$ cat src/rtl/sar_hex_search_pkg.sv
// Shared types and defaults for the successive-approximation search controller.
// Imported by sar_hex_search and anything that instantiates it.
package sar_hex_search_pkg;

   typedef enum logic {
      IDLE = 1'b0,
      TRY  = 1'b1
   } state_t;

   localparam int DEF_WIDTH  = 16;
   localparam int DEF_SETTLE = 1;

endpackage

$ cat src/rtl/sar_hex_search.sv
// MSB-first binary search against an external magnitude comparator.
// One trial per SETTLE cycles, early exit on EQ, start/busy/done handshake.
module sar_hex_search
   import sar_hex_search_pkg::*;
#(
   parameter int WIDTH  = DEF_WIDTH,
   parameter int SETTLE = DEF_SETTLE
) (
   input  logic             clk,
   input  logic             rst_n,
   input  logic             start,
   input  logic             cmp_gt,
   input  logic             cmp_lt,
   input  logic             cmp_eq,
   output logic [WIDTH-1:0] probe,
   output logic             busy,
   output logic             done,
   output logic [WIDTH-1:0] result,
   output logic             found,
   output logic             err
);

   localparam int IDXW = (WIDTH > 1) ? $clog2(WIDTH) : 1;
   localparam int CW   = (SETTLE > 1) ? $clog2(SETTLE) : 1;

   localparam logic [WIDTH-1:0] ONE     = WIDTH'(1);
   localparam logic [WIDTH-1:0] MSB     = ONE << (WIDTH - 1);
   localparam logic [IDXW-1:0]  IDX_TOP = IDXW'(WIDTH - 1);
   localparam logic [CW-1:0]    CNT_TOP = CW'(SETTLE - 1);

   state_t           state_reg, state_next;
   logic [WIDTH-1:0] acc_reg, acc_next;
   logic [IDXW-1:0]  idx_reg, idx_next;
   logic [CW-1:0]    cnt_reg, cnt_next;
   logic [WIDTH-1:0] probe_reg, probe_next;
   logic [WIDTH-1:0] result_reg, result_next;
   logic             busy_reg, busy_next;
   logic             done_reg, done_next;
   logic             found_reg, found_next;
   logic             err_reg, err_next;

   logic [WIDTH-1:0] acc_new;
   logic             flags_onehot;

   // Odd number of flags set, but not all three: exactly one.
   assign flags_onehot = (cmp_gt ^ cmp_lt ^ cmp_eq) & ~(cmp_gt & cmp_lt & cmp_eq);

   always_ff @(posedge clk) begin
      if (!rst_n) begin
         state_reg  <= IDLE;
         acc_reg    <= '0;
         idx_reg    <= '0;
         cnt_reg    <= '0;
         probe_reg  <= '0;
         result_reg <= '0;
         busy_reg   <= 1'b0;
         done_reg   <= 1'b0;
         found_reg  <= 1'b0;
         err_reg    <= 1'b0;
      end else begin
         state_reg  <= state_next;
         acc_reg    <= acc_next;
         idx_reg    <= idx_next;
         cnt_reg    <= cnt_next;
         probe_reg  <= probe_next;
         result_reg <= result_next;
         busy_reg   <= busy_next;
         done_reg   <= done_next;
         found_reg  <= found_next;
         err_reg    <= err_next;
      end
   end

   always_comb begin
      state_next  = state_reg;
      acc_next    = acc_reg;
      idx_next    = idx_reg;
      cnt_next    = cnt_reg;
      probe_next  = probe_reg;
      result_next = result_reg;
      busy_next   = busy_reg;
      done_next   = 1'b0;
      found_next  = found_reg;
      err_next    = err_reg;
      acc_new     = cmp_gt ? probe_reg : acc_reg;

      case (state_reg)
         IDLE: begin
            if (start) begin
               acc_next   = '0;
               idx_next   = IDX_TOP;
               probe_next = MSB;
               cnt_next   = CNT_TOP;
               busy_next  = 1'b1;
               found_next = 1'b0;
               err_next   = 1'b0;
               state_next = TRY;
            end
         end

         TRY: begin
            if (cnt_reg != '0) begin
               cnt_next = cnt_reg - CW'(1);
            end else if (!flags_onehot) begin
               err_next    = 1'b1;
               result_next = probe_reg;
               done_next   = 1'b1;
               busy_next   = 1'b0;
               state_next  = IDLE;
            end else if (cmp_eq) begin
               found_next  = 1'b1;
               result_next = probe_reg;
               done_next   = 1'b1;
               busy_next   = 1'b0;
               state_next  = IDLE;
            end else if (idx_reg == '0) begin
               // Every bit dropped without EQ: only a zero unknown lands here.
               acc_next    = acc_new;
               result_next = acc_new;
               found_next  = 1'b0;
               done_next   = 1'b1;
               busy_next   = 1'b0;
               state_next  = IDLE;
            end else begin
               acc_next   = acc_new;
               idx_next   = idx_reg - IDXW'(1);
               probe_next = acc_new | (ONE << (idx_reg - IDXW'(1)));
               cnt_next   = CNT_TOP;
            end
         end

         default: state_next = IDLE;
      endcase
   end

   assign probe  = probe_reg;
   assign busy   = busy_reg;
   assign done   = done_reg;
   assign result = result_reg;
   assign found  = found_reg;
   assign err    = err_reg;

endmodule
$ cat config.mk
export PLATFORM = sky130hd
export DESIGN_NAME = sar_hex_search
export DESIGN_NICKNAME = d
export VERILOG_FILES = /design/src/rtl/sar_hex_search_pkg.sv /design/src/rtl/sar_hex_search.sv
export SDC_FILE = /design/constraint.sdc
export NUM_CORES = 1
export LEC_CHECK = 0
export ABC_AREA = 1
export BUFFER_PORTS_ARGS = -buffer_cell sky130_fd_sc_hd__clkbuf_2
export CORE_MARGIN = 2
export CORE_UTILIZATION = 36
export CTS_CLUSTER_DIAMETER = 200
export DETAILED_ROUTE_END_ITERATION = 10
export GPL_TIMING_DRIVEN = 0
export HOLD_SLACK_MARGIN = 0.1
export PLACE_DENSITY = 0.58
export SLEW_MARGIN = 5
export SYNTH_ARGS = -nofsm -noshare
export SYNTH_HDL_FRONTEND = slang
export SYNTH_SLANG_ARGS = --single-unit
$ cat constraint.sdc
create_clock -name clk -period 1.5 [get_ports clk]
set_input_delay 0.15 -clock clk [delete_from_list [all_inputs] [get_ports clk]]
set_output_delay 0.15 -clock clk [all_outputs]
set_load 0.02 [all_outputs]
==> results.cfg, run 1 <==
[status]
status = finished, final reports clean

[route]
vias = 2894
firstDrtPassIters = 5
drt-total-wl_mm = 8.56
first_iter_violations = 176
postRouteAntennaNets = 0
wire_per_inst_um = 14.9
viasPerCell = 5.02
drc = 0

[timing]
fin_setup_tns_ps = 0
fmax_mhz = 675
min_period_over_period = 0.987
drv_slew = 0
hold_viol_final = 0
finalSetupViolCount = 0
worst_slew_pin_slew_ps = 614
rsz0062_at_grt = yes
min_period_ps = 1480
max-slew-margin-rel = 0.591
skew_ps = 4.87

[die]
rows = 31
core_area_um2 = 7330
die_area_um2 = 8390
initial_core_util = 0.377
die-height_um = 91.6
die_w_um = 91.6
io_pins = 42

[setup_path]
cp_max_fo = 6
regToRegSetupSlack_ps = 20
arrival_ps = 1710
end_kind = flip-flop
cp_data_required_time_ps = 1730
r2r-end = probe[7]$_SDFFE_PN0P_
crit_path_start_kind = flip-flop
r2r-start = idx_reg[1]$_SDFFE_PN0P_
reg2reg_depth = 9
critical_path_class = reg -> reg

[finish]
fin_cells = 576
nNetsFinal = 484
area_delta_synth_final_pct = 32.2
final-seq-area_um2 = 1150
multi_input_area_um2 = 1530
diodes = 0
drive_above_1_share = 0.264
n_fill_cell = 734

[logic_synthesis]
synth.distinct_cells = 24
syn_nets = 418
ys_ff_latch = 57
synth.yosys.seq_area_share = 0.413
syn_area_um2 = 2760
syn_avg_cell_area_um2 = 6.80
yosysTopAreaCell = dfxtp_1
synthCells = 406
yosysTopAreaCellShare = 0.413
synth_area_leaders = dfxtp_1, nand2_1, o21ai_0
yosysWarnings = 0

[power_and_ir_drop]
combPwrFrac = 0.210
peakVddDrop_mv = 0.448
switching_power_w = 0.00121
p_leak_nw = 1.53
power_frac_seq = 0.423
p_int_w = 0.00270
clkPwrFrac = 0.366
power_switching_share = 0.310
powerDensity_nw_per_um2 = 1070

[hold_path]
hp-class = in -> reg
hold_start = cmp_eq
min_to = found$_SDFFE_PN0P_
hold_depth = 4

[clock_tree]
cts_sinks = 57
postCtsHoldBufs = 0
htreeDepth = 3
path_clk_slew_ps = 60
cts_tree = yes
root_buffer = clkbuf_8
clk_latency_ps = 350
numCtsBuffers = 9
clockBufferDepth = 2

[global_route]
antenna_found_initial = 0
grt_start_max_net_pins = 11
grt_pass1_wl_mm = 13.4
first_global_vias = 2613
grt_use_total = 0.207
grt-ovfl-total = 0

[placement]
hpwl_mm = 5.57
numPlacedInstances = 546
portBuffers = 41
gp_congestion = 0.858

[flow_run]
max_cap_violations = 0
-- cells by family (layout without fill, tap and decap cells) --
group,Yosys count,count (layout),share of synthesized area
flip-flops,57,57,0.413
adder cells (fa/ha/maj),6,6,0.0272
AND/OR/NAND/NOR,180,180,0.275
AO/OA/AOI/OAI,107,107,0.195
buffers and inverters,56,127,0.0902
-- stage by stage --
stage | util | worst slack, ps | power (W) | cell area, um2 | hold WS (ps)
global placement | 0.422 | -297 | 0.00232 | 3090 | 452
detailed placement | 0.422 | -296 | 0.00233 | 3090 | 457
CTS | 0.463 | 11.3 | 0.00380 | 3390 | 257
global route | 0.498 | -56.3 | 0.00408 | 3650 | 297
floorplan | - | 54.3 | 0.00213 | 2760 | 356
finish | 0.498 | 19.1 | 0.00390 | 3650 | 258
-- cell type report --
type	instances	share of cell area
plain buffers	21	0.0446
clock buffers	13	0.0408
clock inverters	3	0.0110
inverters	35	0.0415
multi-input cells	293	0.418
flip-flops and latches	57	0.314
well taps	99	0.0339
repair buffers	55	0.0966
-- worst max-delay path, cell delays in order, from the launching register on --
cell	delay [ps]
dfxtp_4	380
inv_4	50
ha_4	170
nand3_4	90
nand3_4	150
nand2_4	170
inv_6	70
clkbuf_16	160
nor2_4	80
a21oi_2	50
-- timing repair --
| item | CTS | global route |
|---|---|---|
| setup buffers | 7 | 6 |
| pin swaps | 0 | 7 |
| resized for setup | 18 | 58 |
| cloned | 0 | 2 |
| endpoints found under the setup margin | 53 | 49 |
-- synth_stat cells --
master / number
a21boi_0: 1
a21oi_1: 44
buf_2: 4
buf_4: 3
buf_6: 3
clkbuf_1: 11
clkinv_1: 1
dfxtp_1: 57
ha_1: 6
inv_1: 29
inv_2: 5
nand2_1: 111
nand2_2: 4
nand2_4: 1
nand3_1: 10
nand3_2: 2
nand3_4: 1
nand3b_1: 1
nor2_1: 45
nor2_2: 1
nor2_8: 1
nor3_1: 3
o21ai_0: 51
o21ai_1: 11
-- power by group through the flow --
stage / combinational [W] / clock, W / sequential (W)
finish: 0.000821 / 0.00143 / 0.00165
global route: 0.000898 / 0.00152 / 0.00166
CTS: 0.000702 / 0.00145 / 0.00165
detailed placement: 0.000651 / 0 / 0.00168
global placement: 0.000646 / 0 / 0.00168
floorplan: 0.000405 / 0 / 0.00173
-- routing by layer --
metal,GRT usage,vias up,share of wire
met4,0.0947,0,0.027
met2,0.320,108,0.46
met1,0.272,1320,0.46
li1,-,1440,-
met5,0,-,0
met3,0.0473,26,0.056
-- worst max path at each step --
stage                            start                      end  slack, ps  cells after the start
2_1_floorplan  idx_reg[0]$_SDFFE_PN0P_   probe[14]$_SDFFE_PN0P_         50                      9
3_3_place_gp                    cmp_gt  result[12]$_SDFFE_PN0P_       -300                      9
3_5_place_dp                    cmp_gt   result[6]$_SDFFE_PN0P_       -300                      9
4_1_cts        idx_reg[1]$_SDFFE_PN0P_  idx_reg[3]$_SDFFE_PN0P_         10                      8
5_1_grt        idx_reg[1]$_SDFFE_PN0P_    probe[7]$_SDFFE_PN0P_        -60                      8
6_report       idx_reg[1]$_SDFFE_PN0P_    probe[7]$_SDFFE_PN0P_         20                      9
-- layout by cell type, fill, tap and decap left out, types with 4 or more instances in the layout --
cell type / n
nand2_1: 109
clkbuf_2: 43
o21ai_1: 11
clkbuf_8: 10
dfxtp_1: 55
buf_8: 4
a21oi_1: 39
nor2_1: 33
a21oi_2: 5
buf_6: 6
ha_1: 5
nand3_1: 10
nor2_2: 7
inv_2: 4
inv_1: 26
nor2_4: 6
buf_4: 11
clkbuf_1: 11
o21ai_0: 50
No activity file was read; power rests on OpenSTA's default activity.
==> run 2: changes to the inputs <==
CORE_MARGIN = not set   (was 2)
==> results.cfg, run 2 (synthesis results as in run 1) <==
[setup_path]
cp_data_required_time_ps = 1730
path_delay_family = simple AND/OR/NAND/NOR gates
worstPathCellList = inv_4 -> ha_4 -> nand3_4 -> nand3_4 -> nand2_4 -> inv_4 -> buf_8 -> nor2_1 -> a21oi_1
critical_path_class = reg -> reg
regToRegSetupSlack_ps = 40
crit_buf_inv = 3
arrival_ps = 1690
crit_path_start_kind = flip-flop
cp_max_fo = 10
crit_slowest_cell = dfxtp_4
slowest_delay_ps = 370
end_kind = flip-flop

[route]
first_iter_violations = 176
drt-total-wl_mm = 8.14
vias = 2782
drc = 0
wire_per_inst_um = 14.3
viasPerCell = 4.87
postRouteAntennaNets = 0
firstDrtPassIters = 4

[finish]
diodes = 0
drive_above_1_share = 0.231
fin_cells = 571
area_delta_synth_final_pct = 27.8
nNetsFinal = 480
final_util = 0.481
final_common_cell = nand2_1
layout_common_cells = nand2_1, dfxtp_1, o21ai_0, clkbuf_2, nor2_1

[placement]
place_ws_ps = -306
gp_congestion = 0.859
portBuffers = 41
numPlacedInstances = 546
hpwl_mm = 5.54

[die]
die_area_um2 = 8020
core_area_um2 = 7330
die-height_um = 89.6
io_pins = 42
die_w_um = 89.6
rows = 31
initial_core_util = 0.377

[timing]
setup_ws_ps = 40.7
skew_ps = 6.71
min_period_over_period = 0.973
rsz0062_at_grt = yes
worst_slew_pin_slew_ps = 592
finalSetupViolCount = 0
drv_slew = 0
min_period_ps = 1460
fmax_mhz = 685
hold_viol_final = 0
max-slew-margin-rel = 0.605

[global_route]
grt_use_total = 0.221
antenna_found_initial = 0
first_global_vias = 2522
grt_pass1_wl_mm = 12.8
grt-ovfl-total = 0
grt_start_max_net_pins = 11

[power_and_ir_drop]
powerDensity_nw_per_um2 = 1090
p_leak_nw = 1.49
peakVddDrop_mv = 0.645

[clock_tree]
cts_sinks = 57
root_buffer = clkbuf_8
numCtsBuffers = 9
cts_tree = yes
clk_latency_ps = 340
postCtsHoldBufs = 0
path_clk_slew_ps = 60
htreeDepth = 3
clockBufferDepth = 2

[status]
status = finished, final reports clean

[flow_run]
max_cap_violations = 0

[hold_path]
hp-class = in -> reg
==> run 2: final timing paths <==
check | from | end | cells after the start
max | idx_reg[1]$_SDFFE_PN0P_ | probe[6]$_SDFFE_PN0P_ | 9
min | cmp_eq | err$_SDFFE_PN0P_ | 4
max reg2reg | idx_reg[1]$_SDFFE_PN0P_ | probe[6]$_SDFFE_PN0P_ | 9
min reg2reg | result[3]$_SDFFE_PN0P_ | result[3]$_SDFFE_PN0P_ | 2
==> run 2: layout make-up <==
class	count	area [um2]
Inverter	35	149
Timing Repair Buffer	51	298
Multi-Input combinational cell	293	1450
Clock buffer	12	155
Buffer	21	164
Tap cell	99	124
Clock inverter	3	40.0
Fill cell	738	3800
Sequential cell	57	1150
==> run 2: what timing repair did <==
action                                 CTS  global route
setup endpoints to repair               54            45
endpoints found under the hold margin    0             0
resized for setup                       21            29
buffers inserted                         6             3
pin swaps                                0             2
gates cloned                             0             1
==> run 2: layer usage <==
metal / track usage / wire (um) / vias up / part of all wire
li1: - / - / 1432 / -
met2: 0.354 / 3860 / 71 / 0.47
met5: 0 / 0 / - / 0
met3: 0.0375 / 418 / 9 / 0.051
met4: 0.117 / 104 / 0 / 0.013
met1: 0.286 / 3760 / 1270 / 0.46
==> run 2: per-stage QoR <==
| step | cell area, um2 | TNS [ps] | power, W | hold slack [ps] |
|---|---|---|---|---|
| floorplan | 2760 | 0 | 0.00213 | 356 |
| global placement | 3090 | -11250 | 0.00232 | 452 |
| detailed placement | 3090 | -11670 | 0.00233 | 455 |
| CTS | 3400 | 0 | 0.00384 | 256 |
| global route | 3530 | -324 | 0.00405 | 295 |
| finish | 3530 | 0 | 0.00386 | 270 |
==> run 2: worst reg2reg max path, cell delays in order (launching register included) <==
cell and delay (ps):
dfxtp_4 370, inv_4 50, ha_4 170, nand3_4 90, nand3_4 150, nand2_4 160, inv_4 60, buf_8 140
nor2_1 100, a21oi_1 70
==> run 2: power by group <==
part / internal [W] / switching (W) / leakage, nW / total, W
combinational: 0.000261 / 0.000499 / 0.920 / 0.000760
clock: 0.000843 / 0.000608 / 0.102 / 0.00145
sequential: 0.00160 / 0.0000559 / 0.467 / 0.00165
total: 0.00270 / 0.00116 / 1.49 / 0.00386
